--- src/rtl/ppu_cpu_registers.sv ---
// CPU-facing PPU register window: decodes $2000-$2007 accesses, holds ctrl/mask/scroll/OAM/VRAM
// address state; PPUDATA accesses become one outstanding VRAM request (req/ack), extras are dropped.
module ppu_cpu_registers #(
  parameter int VRAM_ADDRESS_WIDTH = 14,
  parameter int INCREMENT_LARGE    = 32
) (
  input  logic                          i_clk,
  input  logic                          i_reset,
  input  logic                          i_cs,
  input  logic                          i_rw,
  input  logic [2:0]                    i_address,
  input  logic [7:0]                    i_data,
  output logic [7:0]                    o_data,
  output logic [7:0]                    o_ctrl,
  output logic [7:0]                    o_mask,
  output logic [7:0]                    o_scroll_x,
  output logic [7:0]                    o_scroll_y,
  input  logic                          i_vblank_set,
  input  logic                          i_vblank_clear,
  input  logic                          i_sprite0_hit,
  input  logic                          i_sprite_overflow,
  output logic [7:0]                    o_oam_address,
  output logic                          o_oam_we,
  output logic [7:0]                    o_oam_wdata,
  input  logic [7:0]                    i_oam_rdata,
  output logic                          o_vram_req,
  output logic                          o_vram_rw,
  output logic [VRAM_ADDRESS_WIDTH-1:0] o_vram_address,
  output logic [7:0]                    o_vram_wdata,
  input  logic [7:0]                    i_vram_data,
  input  logic                          i_vram_ack,
  output logic                          o_overrun
);
  localparam int VW = VRAM_ADDRESS_WIDTH;

  typedef enum logic {IDLE, BUSY} state_t;

  state_t          state_q;
  logic [7:0]      ctrl_q, mask_q, scroll_x_q, scroll_y_q;
  logic [7:0]      oam_addr_q, oam_wdata_q, latch_q, rbuf_q;
  logic            oam_we_q, vblank_q, w_q, overrun_q;
  logic [VW-1:0]   v_q, t_q;
  logic            vram_rw_q;
  logic [VW-1:0]   vram_addr_q;
  logic [7:0]      vram_wdata_q;

  logic            wr_en, rd_status, acc_data;
  logic [VW-1:0]   v_inc_d, t_hi_d, t_lo_d;

  assign wr_en     = i_cs & ~i_rw;
  assign rd_status = i_cs & i_rw & (i_address == 3'd2);
  assign acc_data  = i_cs & (i_address == 3'd7);

  // High half of t keeps only 6 bits; anything above bit 13 is forced to zero.
  assign t_hi_d  = VW'({2'b00, i_data[5:0], t_q[7:0]});
  assign t_lo_d  = {t_q[VW-1:8], i_data};
  assign v_inc_d = v_q + (ctrl_q[2] ? VW'(INCREMENT_LARGE) : VW'(1));

  always_comb begin
    o_data = '0;
    if (i_cs) begin
      case (i_address)
        3'd2:    o_data = {vblank_q, i_sprite0_hit, i_sprite_overflow, latch_q[4:0]};
        3'd4:    o_data = i_oam_rdata;
        3'd7:    o_data = rbuf_q;
        default: o_data = latch_q;
      endcase
    end
  end

  always_ff @(posedge i_clk) begin
    if (i_reset) begin
      state_q      <= IDLE;
      ctrl_q       <= '0;
      mask_q       <= '0;
      scroll_x_q   <= '0;
      scroll_y_q   <= '0;
      oam_addr_q   <= '0;
      oam_wdata_q  <= '0;
      oam_we_q     <= 1'b0;
      latch_q      <= '0;
      rbuf_q       <= '0;
      vblank_q     <= 1'b0;
      w_q          <= 1'b0;
      overrun_q    <= 1'b0;
      v_q          <= '0;
      t_q          <= '0;
      vram_rw_q    <= 1'b0;
      vram_addr_q  <= '0;
      vram_wdata_q <= '0;
    end else begin
      oam_we_q  <= 1'b0;
      overrun_q <= 1'b0;

      // OAM pointer advances after the strobe so the strobe cycle shows the slot written.
      if (oam_we_q) oam_addr_q <= oam_addr_q + 8'd1;

      if (i_vblank_clear)    vblank_q <= 1'b0;
      else if (i_vblank_set) vblank_q <= 1'b1;
      else if (rd_status)    vblank_q <= 1'b0;

      if (rd_status) w_q <= 1'b0;

      if (wr_en) begin
        latch_q <= i_data;
        case (i_address)
          3'd0: ctrl_q     <= i_data;
          3'd1: mask_q     <= i_data;
          3'd3: oam_addr_q <= i_data;
          3'd4: begin
            oam_we_q    <= 1'b1;
            oam_wdata_q <= i_data;
          end
          3'd5: begin
            if (!w_q) scroll_x_q <= i_data;
            else      scroll_y_q <= i_data;
            w_q <= ~w_q;
          end
          3'd6: begin
            if (!w_q) begin
              t_q <= t_hi_d;
            end else begin
              t_q <= t_lo_d;
              v_q <= t_lo_d;
            end
            w_q <= ~w_q;
          end
          default: ;
        endcase
      end

      case (state_q)
        IDLE: begin
          if (acc_data) begin
            state_q      <= BUSY;
            vram_rw_q    <= i_rw;
            vram_addr_q  <= v_q;
            vram_wdata_q <= i_data;
            v_q          <= v_inc_d;
          end
        end
        BUSY: begin
          if (acc_data) overrun_q <= 1'b1;
          if (i_vram_ack) begin
            state_q <= IDLE;
            if (vram_rw_q) rbuf_q <= i_vram_data;
          end
        end
        default: state_q <= IDLE;
      endcase
    end
  end

  assign o_ctrl         = ctrl_q;
  assign o_mask         = mask_q;
  assign o_scroll_x     = scroll_x_q;
  assign o_scroll_y     = scroll_y_q;
  assign o_oam_address  = oam_addr_q;
  assign o_oam_we       = oam_we_q;
  assign o_oam_wdata    = oam_wdata_q;
  assign o_vram_req     = (state_q == BUSY);
  assign o_vram_rw      = vram_rw_q;
  assign o_vram_address = vram_addr_q;
  assign o_vram_wdata   = vram_wdata_q;
  assign o_overrun      = overrun_q;

endmodule

--- config.mk ---
export PLATFORM = sky130hd
export DESIGN_NAME = ppu_cpu_registers
export DESIGN_NICKNAME = d
export VERILOG_FILES = /design/src/rtl/ppu_cpu_registers.sv
export SDC_FILE = /design/constraint.sdc
export NUM_CORES = 1
export LEC_CHECK = 0
export CAP_MARGIN = 40
export CORE_MARGIN = 3
export CORE_UTILIZATION = 40
export CTS_CLUSTER_DIAMETER = 50
export DETAILED_ROUTE_END_ITERATION = 6
export MAX_ROUTING_LAYER = met4
export PLACE_DENSITY = 0.67
export SETUP_SLACK_MARGIN = 0.02
export SLEW_MARGIN = 10
export SYNTH_ARGS = -nofsm -noshare
export SYNTH_HDL_FRONTEND = slang
export SYNTH_SLANG_ARGS = --single-unit
export TNS_END_PERCENT = 30
--- constraint.sdc ---
create_clock -name i_clk -period 4.7 [get_ports i_clk]
set_clock_uncertainty 0.05 [all_clocks]
set_input_delay 0.94 -clock i_clk [delete_from_list [all_inputs] [get_ports i_clk]]
set_output_delay 0.94 -clock i_clk [all_outputs]
set_load 0.01 [all_outputs]
==> qor.yml <==
outcome: "complete, no violations"
crit_top_cell: "clkdlybuf4s50_1"
drv_cap: 0
maxSlewViolCount: 0
synthCells: 577
timing.hold.ws_ns: 0.4041
finalCriticalPeriod_ns: 4.036
die_h_um: 114.2
critical_path.top_delay_family: "buffers and inverters"
grt_pass1_vias: 4257
grt_max_degree: 61
cts_tree: "built"
clk_pin_slew_ns: 0.06
fin_nets: 713
ys_types: 41
end_kind: "primary output"
slowest_stage: "clkdlybuf4s50_1"
start_kind: "input pin"
clkLatencyLatePin_ns: 0.34
synthFlopType: "dfxtp_1"
cp_num_buf_inv: 2
holdBufCountCts: 0
core-area_mm2: 0.01113
relSlewSlack_pct: 44.44
critPathMaxFanout: 12
drt-initial-drc-count: 349
yosysTopAreaCellShare_pct: 47.91
ys_ff_latch: 112
yosysWarnings: 0
setup_violations: 0
die_area_mm2: 0.01303
ys_async_sr_fraction_pct: 0
setup_slack_ns: 0.6644
ant_nets: 0
synth-edff-count: 0
cts_max_level: 3
syn_to_final_growth_pct: 33.18
grt_overflow: 0
fin_crit_sh_pct: 85.86
layout_commonest_cell: "nand2_1"
grt_first_pass_wirelength_mm: 21.86
drt_wl_total_mm: 13.53
critical_path_required_ns: 3.71
powerDensity_mw_per_mm2: 304.6
portBuffers: 117
io_pins: 118
fin_util_pct: 56.02
drtPass1Iterations: 4
layout_common_cells: "140 x nand2_1, 116 x clkdlybuf4s50_1, 112 x dfxtp_1, 74 x a21oi_1, 49 x nor2_1"
cpPeakStageDelay_ns: 0.63
critPathKind: "input pin to primary output"
num_antenna_cells: 0
antenna_found_initial: 0
cts_made_buffers: 9
pre_cts_slack_ns: 0.6835
cts_resized: 0
track_usage_pct: 21.52
postCtsSetupRepairBufs: 0
fmax_ghz: 0.2478
hp-class: "register to register"
clkSinkCount: 112
cp_cell_sequence: "clkdlybuf4s50_1 > and3_1 > nor2_1 > nand2_1 > a21boi_0 > clkdlybuf4s50_1"
synth.area.top_cells: "dfxtp_1 48%, nand2_1 11%, a21oi_1 7.9%, mux2i_1 5.1%, nor2_1 4.0%"
dr_total_vias: 4331
initial_core_util_pct: 42.06
cts_buffer_depth: 2
setup_tns_ns: 0
die_w_um: 114.2
grt_setup_unrepaired: "false"
synth_nets: 617
avgSynthCellArea_um2: 8.110
num_rows: 38
vias_per_cell: 5.308
netlist_area_mm2: 0.004679
drive_above_1_share_pct: 5.473
hold_violations: 0
arrival_ns: 3.05
wire_per_inst_um: 16.58
placed_area_mm2: 0.005937
route.detailed.drc: 0
ir_drop_mv: 0.2547
seq_area_frac_synth_pct: 47.91
gp_congestion: 0.7653
final_area_mm2: 0.006232
synth_top_area_cell: "dfxtp_1"
dp_hpwl_mm: 9.287
root_buffer: "clkbuf_16"
tightest_slew_ns: 0.8325
leakage_nw: 2.164
[power by group]
part           switching [mW]  internal (mW)  leakage, nW
sequential             0.0101          0.961        0.905
combinational          0.0880         0.0702         1.12
clock                   0.333          0.436        0.143
[stage by stage]
step / instances / total power [mW]
3_5_place_dp: 802 / 1.151
3_3_place_gp: 800 / 1.145
6_report: 816 / 1.898
2_1_floorplan: 577 / 1.071
5_1_grt: 816 / 1.965
4_1_cts: 816 / 1.915
[metal layers]
layer	up-vias	GRT usage (%)	routed length (um)
met1	2046	27.79	5944
met3	8	4.175	860
met2	119	34.54	6599
met5	-	-	0
met4	0	6.017	124
li1	2158	-	-
[path summary, 6_finish.rpt]
path	startpoint	cells past startpoint	slack, ns	endpoint
max	i_address[2]	6	0.66	o_data[1]
min	o_vram_address[12]$_SDFFE_PP0P_	2	0.40	o_vram_address[12]$_SDFFE_PP0P_
max reg2reg	o_ctrl[2]$_SDFFE_PP0P_	8	2.58	v_q[10]$_SDFF_PP0_
min reg2reg	o_vram_address[12]$_SDFFE_PP0P_	2	0.40	o_vram_address[12]$_SDFFE_PP0P_
[worst min-delay path, delay by kind of cell, from the launching register on]
family | cells | cell delay (ns)
AND/OR/NAND/NOR | 1 | 0.05
flip-flops | 1 | 0.31
AO/OA/AOI/OAI | 1 | 0.05
[state kept, by name, indices dropped and copies added, names as in the netlist]
| register | flops |
|---|---|
| o_mask | 8 |
| o_ctrl | 8 |
| o_overrun | 1 |
| o_oam_we | 1 |
| o_oam_address | 8 |
| o_vram_wdata | 8 |
| rbuf_q | 8 |
| vblank_q | 1 |
| o_scroll_y | 8 |
| w_q | 1 |
| o_vram_rw | 1 |
| latch_q | 8 |
| o_vram_address | 14 |
| o_vram_req | 1 |
| v_q | 14 |
| o_scroll_x | 8 |
| o_oam_wdata | 8 |
| t_q | 6 |
[area by class of cell]
type                    instances  area, um^2
flip-flops and latches        112        2242
repair buffers                127        1264
well taps                     140       175.2
clock inverters                 3       42.54
clock buffers                  11       252.7
inverters                       5       18.77
fillers                      1052        4893
multi-input cells             418        2237
[Yosys cell counts, drive strengths merged, types with 5 or more instances]
cell type,count
nand2,141
dfxtp,112
a21oi,74
nor2,51
nand3,30
clkbuf,29
mux2i,24
buf,13
a211oi,11
o21ai,11
nand4,7
a31oi,6
a21boi,5
a22oi,5
inv,5
xnor2,5
[cells by family (layout without fill, tap and decap cells)]
| group | Yosys count | in the layout | synth area share [%] |
|---|---|---|---|
| AO/OA/AOI/OAI | 125 | 125 | 15.51 |
| XOR/XNOR | 9 | 9 | 1.684 |
| AND/OR/NAND/NOR | 252 | 252 | 23.40 |
| multiplexers | 28 | 28 | 6.096 |
| buffers and inverters | 47 | 146 | 4.331 |
| flip-flops | 112 | 112 | 47.91 |
| adder cells (fa/ha/maj) | 4 | 4 | 1.070 |
No activity file was read; power rests on OpenSTA's default activity.
